$ cat src/rtl/product_bcd_formatter_pkg.sv
// Shared types and the add-3 digit correction used by the BCD formatter.
package calc_pkg;
  typedef enum logic [1:0] {IDLE, CONV, DONE} fmt_state_t;

  localparam int BCD_DIGIT_W = 4;

  function automatic logic [3:0] bcd_add3(input logic [3:0] d);
    return (d >= 4'd5) ? d + 4'd3 : d;
  endfunction
endpackage

$ cat src/rtl/bcd_add3_digit.sv
// One double-dabble correction cell: adds 3 to a digit of 5 or more before the shift.
module bcd_add3_digit
  import calc_pkg::*;
(
  input  logic [BCD_DIGIT_W-1:0] d,
  output logic [BCD_DIGIT_W-1:0] q
);
  assign q = bcd_add3(d);
endmodule

$ cat src/rtl/product_bcd_formatter.sv
// Signed product -> sign + packed BCD, iterative double-dabble one bit per clock.
// Optional leading-zero blanking when BCD_LEADING_ZERO_BLANK_EN is defined.
module product_bcd_formatter
  import calc_pkg::*;
#(
  parameter int WIDTH  = 8,
  parameter int DIGITS = 3
) (
  input  logic                          clk,
  input  logic                          rst,
  input  logic                          in_valid,
  output logic                          in_ready,
  input  logic [WIDTH-1:0]              in_value,
  output logic                          out_valid,
  input  logic                          out_ready,
  output logic                          out_neg,
  output logic [BCD_DIGIT_W*DIGITS-1:0] out_bcd,
  output logic [DIGITS-1:0]             out_blank,
  output logic                          busy
);
  localparam int CW = (WIDTH > 1) ? $clog2(WIDTH) : 1;

  fmt_state_t                              state;
  logic [CW-1:0]                           cnt;
  logic [WIDTH-1:0]                        mag;
  logic                                    sign;
  logic [DIGITS-1:0][BCD_DIGIT_W-1:0]      acc;
  logic [DIGITS-1:0][BCD_DIGIT_W-1:0]      adj;
  logic [BCD_DIGIT_W*DIGITS+WIDTH-1:0]     shifted;

  for (genvar g = 0; g < DIGITS; g++) begin : g_dig
    bcd_add3_digit u_add3 (.d(acc[g]), .q(adj[g]));
  end

  assign shifted = {adj, mag} << 1;

  always_ff @(posedge clk or posedge rst) begin
    if (rst) begin
      state <= IDLE;
      cnt   <= '0;
      mag   <= '0;
      sign  <= 1'b0;
      acc   <= '0;
    end else begin
      case (state)
        IDLE: if (in_valid) begin
          sign  <= in_value[WIDTH-1];
          // Unsigned magnitude: the most negative input maps to 2**(WIDTH-1).
          mag   <= in_value[WIDTH-1] ? -in_value : in_value;
          acc   <= '0;
          cnt   <= CW'(WIDTH - 1);
          state <= CONV;
        end
        CONV: begin
          {acc, mag} <= shifted;
          cnt        <= cnt - 1'b1;
          if (cnt == '0) state <= DONE;
        end
        DONE: if (out_ready) state <= IDLE;
        default: state <= IDLE;
      endcase
    end
  end

  assign in_ready  = (state == IDLE);
  assign out_valid = (state == DONE);
  assign busy      = (state != IDLE);
  // Outputs are gated so an in-flight accumulator is never visible.
  assign out_neg   = out_valid & sign;
  assign out_bcd   = out_valid ? acc : '0;

`ifdef BCD_LEADING_ZERO_BLANK_EN
  logic [DIGITS-1:0] blank;
  always_comb begin
    logic lead;
    blank = '0;
    lead  = out_valid;
    for (int i = DIGITS - 1; i > 0; i--) begin
      lead     = lead && (acc[i] == '0);
      blank[i] = lead;
    end
  end
  assign out_blank = blank;
`else
  assign out_blank = '0;
`endif
endmodule

$ cat config.mk
export PLATFORM = sky130hd
export DESIGN_NAME = product_bcd_formatter
export DESIGN_NICKNAME = d
export VERILOG_FILES = /design/src/rtl/product_bcd_formatter_pkg.sv /design/src/rtl/bcd_add3_digit.sv /design/src/rtl/product_bcd_formatter.sv
export SDC_FILE = /design/constraint.sdc
export NUM_CORES = 1
export LEC_CHECK = 0
export ABC_CLOCK_PERIOD_IN_PS = 4200
export BUFFER_PORTS_ARGS = -buffer_cell sky130_fd_sc_hd__buf_2
export CORE_MARGIN = 4
export CORE_UTILIZATION = 30
export DETAILED_ROUTE_END_ITERATION = 12
export HOLD_SLACK_MARGIN = 0.02
export PLACE_DENSITY = 0.59
export SLEW_MARGIN = 15
export SYNTH_ARGS = -nofsm -noshare
export SYNTH_HDL_FRONTEND = slang
export SYNTH_SLANG_ARGS = --single-unit
$ cat constraint.sdc
create_clock -name clk -period 4.2 [get_ports clk]
set_input_delay 0.84 -clock clk [delete_from_list [all_inputs] [get_ports clk]]
set_output_delay 0.84 -clock clk [all_outputs]
set_load 0.02 [all_outputs]
==> metrics.txt, run 1 <==
outcome=finished clean; Antenna Cells=0; area of the multi-input gates=781 um2; dpl cells=255; H-tree Lvls=1; RD Place Congestion=0.745; mean post-synth cell area=just over 9 um2; 1st-iter DRT viols=87; ANT nets after route=0; Yosys cell types=38; Util after Layout=0.365; DIE WIDTH=79.6 um; Total GRT Usage=0.107; crit path time final=2.37 ns; HP Class=reg2reg; switching share of power=0.430; die area=about 6300 um2; clock root cell=clkbuf_8; P_int=roughly 0.64 mW; sequential area share after synthesis=0.423; YS warnings=0; Setup Buffers After CTS=0; DRC viols=0; Post-Syn Area=around 1500 um2; Power Density=about 630 nW/um2; DR WL/cell=12.3 um; drt pass-1 iters=4; Setup TNS=0 ns; Worst slew margin=0.291; share of cells above drive strength 1=0.188; Final Routed Wirelength=3.19 mm; Final setup viols=0; Switch Pwr=approximately 0.48 mW; antenna violations before repair=0; CTS-repair resized insts=0; cts hold-fix bufs=0; GRT Residual Overflow=0; final cell count without fillers=259; Crit Path Max Fanout=9; critical path endpoint category=output pin; Leak=0.837 nW; startpoint types=flop; Nets=214; port bufs=27; row count=25; core area=4850 um2; Vias=1225; max_cap viols=0; TritonCTS buffer count=3; Worst EP required=3.36 ns; Vert. Die Dim=79.6 um; critical path type=reg2out; hold-critical path depth=2; flops & latches, synth=26; Slew @ Worst Pin=1.06 ns; Cells after Synth=around 170; Area Growth Syn to Fin=15.1%; Peak VDD IR=343 uV; clock-pin slew on the worst setup and hold paths=0.09 ns; power share of the clock group=0.144; first-pass GRT wire length=roughly 5.4 mm; I/O pin count=31; crit path DAT=between 1.5 and 2 ns; RSZ-0062 raised after global routing=no; clk sinks=26; Tcrit/Tclk final=0.565; vias in the first global route=1159; Initial Utilization=0.317; clk_skew=about 0.0056 ns; Gate power share=0.465; Detail Placement HPWL=2.43 mm; filler cell count=517; Sequential cell area=roughly 650 um2; Slew Viols, Final=0; worst r2r path cells=3; sequential power share=0.391; Achievable Freq=about 0.42 GHz; Clock Tree Buf Depth=2; Final Hold Fails=0; largest net degree at the start of global routing=27; Clk Latency, worst-skew pair=0.27 ns; CTS tree=yes; via/cell ratio=4.73
==> placed cells by master (no fill, tap or decap), drive strengths merged <==
master and instances:
xnor2 6, a32o 1, dfrtp 26, and2 8
a221o 1, nand3 4, nand2 15, inv 15
buf 28, o32ai 1, or3 2, o31ai 4
o311ai 2, o21bai 1, nor2 9, a22oi 5
o221ai 1, nor3b 2, o21ai 18, nor2b 2
nor3 3, o22ai 4, mux2i 1, or4b 1
xor2 4, a21boi 1, and2b 1, conb 3
a21oi 5, clkbuf 4, ha 9, nand2b 5
==> stage by stage <==
stage          hold WS, ns  power [mW]  setup slack [ns]  area [um2]
2_1_floorplan        0.437       0.845              1.89        1540
3_3_place_gp         0.460       0.963              2.15        1710
3_5_place_dp         0.460       0.969              2.09        1710
4_1_cts              0.483        1.14              1.78        1770
5_1_grt              0.521        1.23              1.71        1770
6_report             0.481        1.12              1.83        1770
==> registers in the layout (all words and copies together), names as in the netlist <==
name   cells
cnt        3
state      2
acc       12
sign       1
mag        8
==> synthesized netlist by cell type <==
master    number  area share
buf_2          2      0.0065
o22ai_1        4       0.016
a21boi_0       1      0.0049
a21oi_1        5       0.016
o31ai_1        4       0.020
or3_1          2      0.0081
nor2b_1        2      0.0081
nand2b_1       5       0.020
mux2i_1        1      0.0065
nor2_4         1      0.0073
o221ai_1       1      0.0057
xnor2_1        6       0.034
conb_1         1      0.0024
a32o_1         1      0.0065
nand2_4        1      0.0073
o21ai_1        1      0.0033
a221o_1        1      0.0065
a22oi_1        5       0.024
ha_1           9       0.073
nor3b_1        2      0.0098
and2b_2        1      0.0057
xor2_1         4       0.023
and2_2         1      0.0049
o21bai_1       1      0.0049
o311ai_0       2       0.011
nand3_1        4       0.013
buf_4          5       0.024
clkbuf_2       1      0.0033
o21ai_0       17       0.055
and2_1         7       0.029
inv_1         15       0.037
dfrtp_1       26        0.42
o32ai_1        1      0.0057
nand2_1       14       0.034
or4b_1         1      0.0065
clkbuf_1       1      0.0024
nor2_1         8       0.020
nor3_1         3      0.0098
==> layer usage <==
metal / up-vias / part of all wire / track usage
met5: - / 0 / 0
met4: 0 / 0.0044 / 0.0155
met3: 2 / 0.052 / 0.0293
met2: 26 / 0.47 / 0.175
met1: 579 / 0.47 / 0.143
li1: 618 / - / -
==> worst paths after layout <==
kind / start / to / slack, ns
setup / recovery: state[0]$_DFFE_PP0P_ / out_bcd[0] / 1.83
hold / removal: sign$_DFFE_PP0P_ / sign$_DFFE_PP0P_ / 0.48
setup reg to reg: state[0]$_DFFE_PP0P_ / acc[0]$_DFFE_PP0P_ / 2.36
hold reg to reg: sign$_DFFE_PP0P_ / sign$_DFFE_PP0P_ / 0.48
max in group asynchronous: rst / state[1]$_DFFE_PP0P_ / 2.81
min in group asynchronous: rst / acc[11]$_DFFE_PP0P_ / 0.79
==> power by group through the flow <==
stage	clock [mW]	sequential [mW]	combinational, mW
6_report	0.161	0.437	0.520
5_1_grt	0.175	0.452	0.603
4_1_cts	0.169	0.436	0.530
3_5_place_dp	0	0.441	0.528
3_3_place_gp	0	0.437	0.526
2_1_floorplan	0	0.419	0.426
==> final cells by class <==
cell class / count / share of cell area
multi-input combinational: 119 / 0.441
sequential: 26 / 0.368
timing repair buffer: 28 / 0.0806
tap: 67 / 0.0474
inverter: 15 / 0.0318
clock buffer: 4 / 0.0311
==> worst max-delay path, cell delays in order (launching register included) <==
cell and delay (ns):
dfrtp_1 0.51, and2b_2 0.31, inv_1 0.22, nor2_1 0.07
buf_2 0.16
==> kinds of logic (layout without fill, tap and decap cells) <==
| logic type | after synthesis | in the layout | synth area share |
|---|---|---|---|
| other | 1 | 3 | 0.00244 |
| buffers and inverters | 24 | 47 | 0.0733 |
| AOI/OAI and AO/OA | 44 | 44 | 0.181 |
| DFF | 26 | 26 | 0.423 |
| xor gates and xnor gates | 10 | 10 | 0.0570 |
| muxes | 1 | 1 | 0.00651 |
| and+or+nand+nor | 52 | 52 | 0.183 |
| adders and majority gates | 9 | 9 | 0.0733 |
No activity file was read; power rests on OpenSTA's default activity.
==> run 2, diff against run 1 <==
ABC_CLOCK_PERIOD_IN_PS = 2340   (was 4200)
clock period = 2.34 ns   (was 4.2 ns; I/O delays follow)
==> run 2 against run 1 <==
  * Final cell count is 0.77% higher
  * Routed wire length is 3.2% higher
  * Utilization is 0.18 points higher
  * Power is 80% higher
  * Critical path depth stayed put
  * Design area is 0.50% higher
  * Clock skew is 0.0037 ns lower
  * Sequential share of layout area is 0.18 points lower
  * Combinational power is 86% higher
  * Register-to-register slack worse by 1.6 ns
  * Worst hold slack worse by 0.24 ns
==> metrics.txt, run 2 (same netlist as run 1, synthesis figures left out) <==
critical path endpoint category=output pin; 1st-iter DRT viols=55 (-37%); first-pass GRT wire length=5.34 mm (-0.65%); Slew Viols, Final=0 (unchanged); Vias=1228 (+0.24%); Top Usage Layer GRT=met2; cts hold-fix bufs=0 (unchanged); Switch Pwr=0.870 mW (+81%); Final Routed Wirelength=3.29 mm (+3.2%); Tcrit/Tclk final=0.860; die area=6330 um2 (unchanged); worst hold slack=0.243 ns (-0.238 ns); Initial Utilization=0.317 (unchanged); Top Registers=acc: 12 flops, mag: 8 flops, cnt: 3 flops; clock root cell=clkbuf_8; Final setup viols=0 (unchanged); switching share of power=0.433 (+0.00311); Critical R2R Capture=acc[6]$_DFFE_PP0P_; number of flip-flops in the largest register=12 (unchanged); clock-pin slew on the worst setup and hold paths=0.09 ns (about the same); CTS-repair resized insts=0 (unchanged); P_int=1.14 mW (+79%); clk_skew=0.00184 ns (-0.00372 ns); CTS tree=yes; max_cap viols=0 (unchanged); Setup Buffers After CTS=0 (unchanged); routing usage on met2=0.167 (-0.00835); dpl ws=0.632 ns (-1.46 ns); Setup TNS=0 ns (unchanged); Area Growth Syn to Fin=15.7%; DRC viols=0 (unchanged); crit path time final=2.01 ns; Worst slew margin=0.587 (+0.296); H-tree Lvls=1 (unchanged); Power Density=1130 nW/um2 (+79%); I/O pin count=31 (unchanged); GRT Residual Overflow=0 (unchanged); RD Place Congestion=0.748 (+0.35%); Worst R2R Setup Slack=0.77 ns (-1.59 ns); Achievable Freq=0.497 GHz; row count=25 (unchanged); power share of the clock group=0.127 (-0.017); Nets=217 (+1.4%); core area=4850 um2 (unchanged); TritonCTS buffer count=3 (unchanged); via/cell ratio=4.70 (-0.52%); antenna violations before repair=0 (unchanged); critical path type=reg2out; worst setup margin=0.328 ns (-1.50 ns); RSZ-0062 raised after global routing=no; clk sinks=26 (unchanged); met1 global-route usage=0.144 (+0.00130); met3 GRT Util=0.0237 (-0.00564); port bufs=27 (unchanged); Final Hold Fails=0 (unchanged); vias in the first global route=1151 (-0.69%); Clk Latency, worst-skew pair=0.27 ns (about the same); most frequent cells in the layout=buf_2, dfrtp_1, o21ai_0; sequential power share=0.391 (about the same); Gate power share=0.482 (+0.017); worst r2r path cells=3 (unchanged); DR WL/cell=12.6 um (+2.4%); drt pass-1 iters=4 (unchanged); Leak=0.845 nW (+0.86%); share of cells above drive strength 1=0.196 (+0.00838); Crit Path Max Fanout=9 (unchanged); Worst EP required=1.87 ns (-1.49 ns); largest net degree at the start of global routing=27 (unchanged); Vert. Die Dim=79.6 um (unchanged); Slew @ Worst Pin=0.620 ns (-0.441 ns); ANT nets after route=0 (unchanged); Largest Register=acc; startpoint types=flop; Peak VDD IR=389 uV (+14%); Antenna Cells=0 (unchanged); crit path DAT=1.54 ns (about the same); worst r2r src=state[1]$_DFFE_PP0P_; commonest non-fill, non-tap cell in the layout=buf_2; Total GRT Usage=0.106 (-0.000977); DIE WIDTH=79.6 um (unchanged); Clock Tree Buf Depth=2 (unchanged); outcome=finished clean; HP Class=in2async; Detail Placement HPWL=2.50 mm (+2.8%)
-- run 2: metrics by stage --
step	power, mW	instance area [um2]	utilization	cells
detailed placement	1.78	1740	0.358	258
finish	2.01	1780	0.367	261
CTS	2.03	1780	0.367	261
global route	2.21	1780	0.367	261
global placement	1.76	1740	0.358	258
floorplan	1.52	1540	-	169
-- run 2: area by class of cell --
cell class / instances / area [um2]
sequential: 26 / 651
inverter: 15 / 56.3
fill: 505 / 3070
clock buffer: 3 / 41.3
tap: 67 / 83.8
timing repair buffer: 31 / 165
multi-input combinational: 119 / 781
-- run 2: how the worst max path moves through the flow --
stage                         startpoint         end  slack [ns]  cells past startpoint
finish              state[0]$_DFFE_PP0P_  out_bcd[9]        0.33                      4
global route        state[0]$_DFFE_PP0P_  out_bcd[8]        0.25                      4
CTS                 state[0]$_DFFE_PP0P_  out_bcd[0]        0.32                      4
detailed placement  state[0]$_DFFE_PP0P_  out_bcd[8]        0.63                      4
global placement    state[0]$_DFFE_PP0P_  out_bcd[9]        0.66                      4
floorplan           state[0]$_DFFE_PP0P_  out_bcd[0]        0.40                      4
-- run 2: power by group through the flow --
stage | logic [mW] | clock network (mW) | registers (mW)
final | 0.969 | 0.255 | 0.785
after global routing | 1.11 | 0.281 | 0.816
after CTS | 0.987 | 0.262 | 0.785
after detailed placement | 0.983 | 0 | 0.794
after global placement | 0.973 | 0 | 0.787
after floorplan | 0.765 | 0 | 0.752
-- run 2: critical path, stage by stage, from the launching register on --
cell,delay [ns]
dfrtp_1,0.50
and2b_2,0.31
inv_1,0.23
nor2_1,0.07
buf_2,0.16
-- run 2: metal layers --
layer  vias to the layer above  routed length [um]
li1                        618                   -
met1                       577                1580
met2                        28                1470
met3                         5                 199
met4                         0                  42
met5                         -                   0
==> run 3, diff against run 2 <==
ABC_CLOCK_PERIOD_IN_PS = 1840   (was 2340)
BUFFER_PORTS_ARGS = default   (was -buffer_cell sky130_fd_sc_hd__buf_2)
DONT_BUFFER_PORTS = 1   (was default)
PLACE_DENSITY = 0.55   (was 0.59)
clock period = 1.84 ns   (was 2.34 ns; I/O delays follow)
==> run 3 against run 2 <==
  * Critical path depth down 1
  * Largest cell class unchanged
  * Worst hold slack worse by 0.21 ns
  * Clock power up 25%
  * Sequential power up 24%
==> metrics.txt, run 3 (same netlist as run 1, synthesis figures left out) <==
max_cap viols=0 (unchanged); ANT nets after route=0 (unchanged); placed instance area=1680 um2 (-3.5%); PnR Total Power=2.60 mW (+30%); Gate power share=0.505 (+0.023); switching share of power=0.423 (-0.00979); most frequent cells in the layout=dfrtp_1, o21ai_0, buf_4; Crit Path Max Fanout=8 (-1); port bufs=0 (-100%); crit path time final=about 1.7 ns; worst setup margin=0.0915 ns (-0.236 ns); Tcrit/Tclk final=0.950; Worst slew margin=0.613 (+0.0262); P_int=1.50 mW (+32%); dpl ws=0.142 ns (-0.489 ns); H-tree Lvls=1 (unchanged); Leak=0.782 nW (-7.4%); startpoint types=flop; Final Cell Area=1750 um2 (-1.7%); Largest Register=acc; Util after Layout=0.361 (-0.00619); Worst EP required=1.47 ns (-0.40 ns); critical path endpoint category=output pin; sequential power share=0.373 (-0.018); clock root cell=clkbuf_8; Final Hold Fails=0 (unchanged); Nets=203 (-6.5%); vias in the first global route=1194 (+3.7%); Final Routed Wirelength=3.31 mm (+0.76%); largest net degree at the start of global routing=27 (unchanged); core area=4850 um2 (unchanged); Vert. Die Dim=79.6 um (unchanged); Top Registers=acc: 12 flops, mag: 8 flops, cnt: 3 flops; RSZ-0062 raised after global routing=no; Setup TNS=0 ns (unchanged); Final setup viols=0 (unchanged); power share of the clock group=0.122 (-0.005); first-pass GRT wire length=5.62 mm (+5.2%); Antenna Cells=0 (unchanged); GRT Residual Overflow=0 (unchanged); Slew @ Worst Pin=0.578 ns (-0.0420 ns); antenna violations before repair=0 (unchanged); crit path DAT=1.38 ns (-0.16 ns); DIE WIDTH=79.6 um (unchanged); DR WL/cell=13.4 um (+6.5%); Clock Tree Buf Depth=2 (unchanged); Vias=1179 (-4.0%); dpl cells=241 (-6.6%); outcome=finished clean; drt pass-1 iters=4 (unchanged); row count=25 (unchanged); die area=6330 um2 (unchanged); Detail Placement HPWL=2.48 mm (-0.72%); Initial Utilization=0.317 (unchanged); Slew Viols, Final=0 (unchanged); Peak VDD IR=695 uV (+78%); Power Density=1490 nW/um2 (+32%); share of cells above drive strength 1=0.150 (-0.0459); 1st-iter DRT viols=41 (-25%); critical path type=reg2out; Worst R2R Setup Slack=0.26 ns (-0.51 ns); number of flip-flops in the largest register=12 (unchanged); RD Place Congestion=0.729 (-2.5%); clock-pin slew on the worst setup and hold paths=0.09 ns (about the same); clk_skew=0.00121 ns (-0.000632 ns); via/cell ratio=4.77 (+1.5%); commonest non-fill, non-tap cell in the layout=dfrtp_1; Switch Pwr=1.10 mW (+27%); Achievable Freq=0.572 GHz; TritonCTS buffer count=3 (unchanged); CTS tree=yes; worst hold slack=0.0375 ns (-0.205 ns); clk sinks=26 (unchanged); Total GRT Usage=0.112 (+0.00637); final cell count without fillers=247 (-5.4%); cts hold-fix bufs=0 (unchanged); HP Class=in2async; Area Growth Syn to Fin=13.8%; DRC viols=0 (unchanged); I/O pin count=31 (unchanged); Clk Latency, worst-skew pair=0.26 ns (about the same)
run 3: cell type report:
class / instances / area, um2
repair buffers: 17 / 128
inverters: 15 / 60.1
multi-input cells: 119 / 783
flip-flops and latches: 26 / 652
clock buffers: 3 / 41.3
fillers: 512 / 3100
well taps: 67 / 83.8
run 3: timing repair:
| action | CTS | global route |
|---|---|---|
| endpoints found under the hold margin | 0 | 0 |
| setup endpoints to repair | 0 | 24 |
| buffers inserted | 0 | 3 |
| resized for setup | 0 | 3 |
run 3: worst paths after layout:
kind | startpoint | cells past startpoint | endpoint
max | state[0]$_DFFE_PP0P_ | 3 | out_bcd[3]
min | rst | 2 | acc[11]$_DFFE_PP0P_
max reg2reg | acc[4]$_DFFE_PP0P_ | 6 | acc[6]$_DFFE_PP0P_
min reg2reg | sign$_DFFE_PP0P_ | 2 | sign$_DFFE_PP0P_
max in group asynchronous | rst | 2 | state[1]$_DFFE_PP0P_
min in group clk | in_value[7] | 2 | sign$_DFFE_PP0P_
run 3: worst max-delay path: stages (launching register included):
cell,delay (ns)
dfrtp_1,0.40
and2b_2,0.25
buf_4,0.19
and2_1,0.28
run 3: power by group through the flow:
stage | logic, mW | registers (mW) | clock network, mW
2_1_floorplan | 0.973 | 0.956 | 0
3_3_place_gp | 1.27 | 0.986 | 0
4_1_cts | 1.29 | 0.978 | 0.337
5_1_grt | 1.53 | 1.01 | 0.362
3_5_place_dp | 1.28 | 0.988 | 0
6_report | 1.31 | 0.971 | 0.318
run 3: metal layers:
| layer | GRT usage | up-vias | share of wire |
|---|---|---|---|
| met5 | 0 | - | 0 |
| met4 | 0.0103 | 0 | 0.0042 |
| met3 | 0.0339 | 2 | 0.045 |
| met2 | 0.186 | 24 | 0.48 |
| met1 | 0.149 | 560 | 0.47 |
| li1 | - | 593 | - |
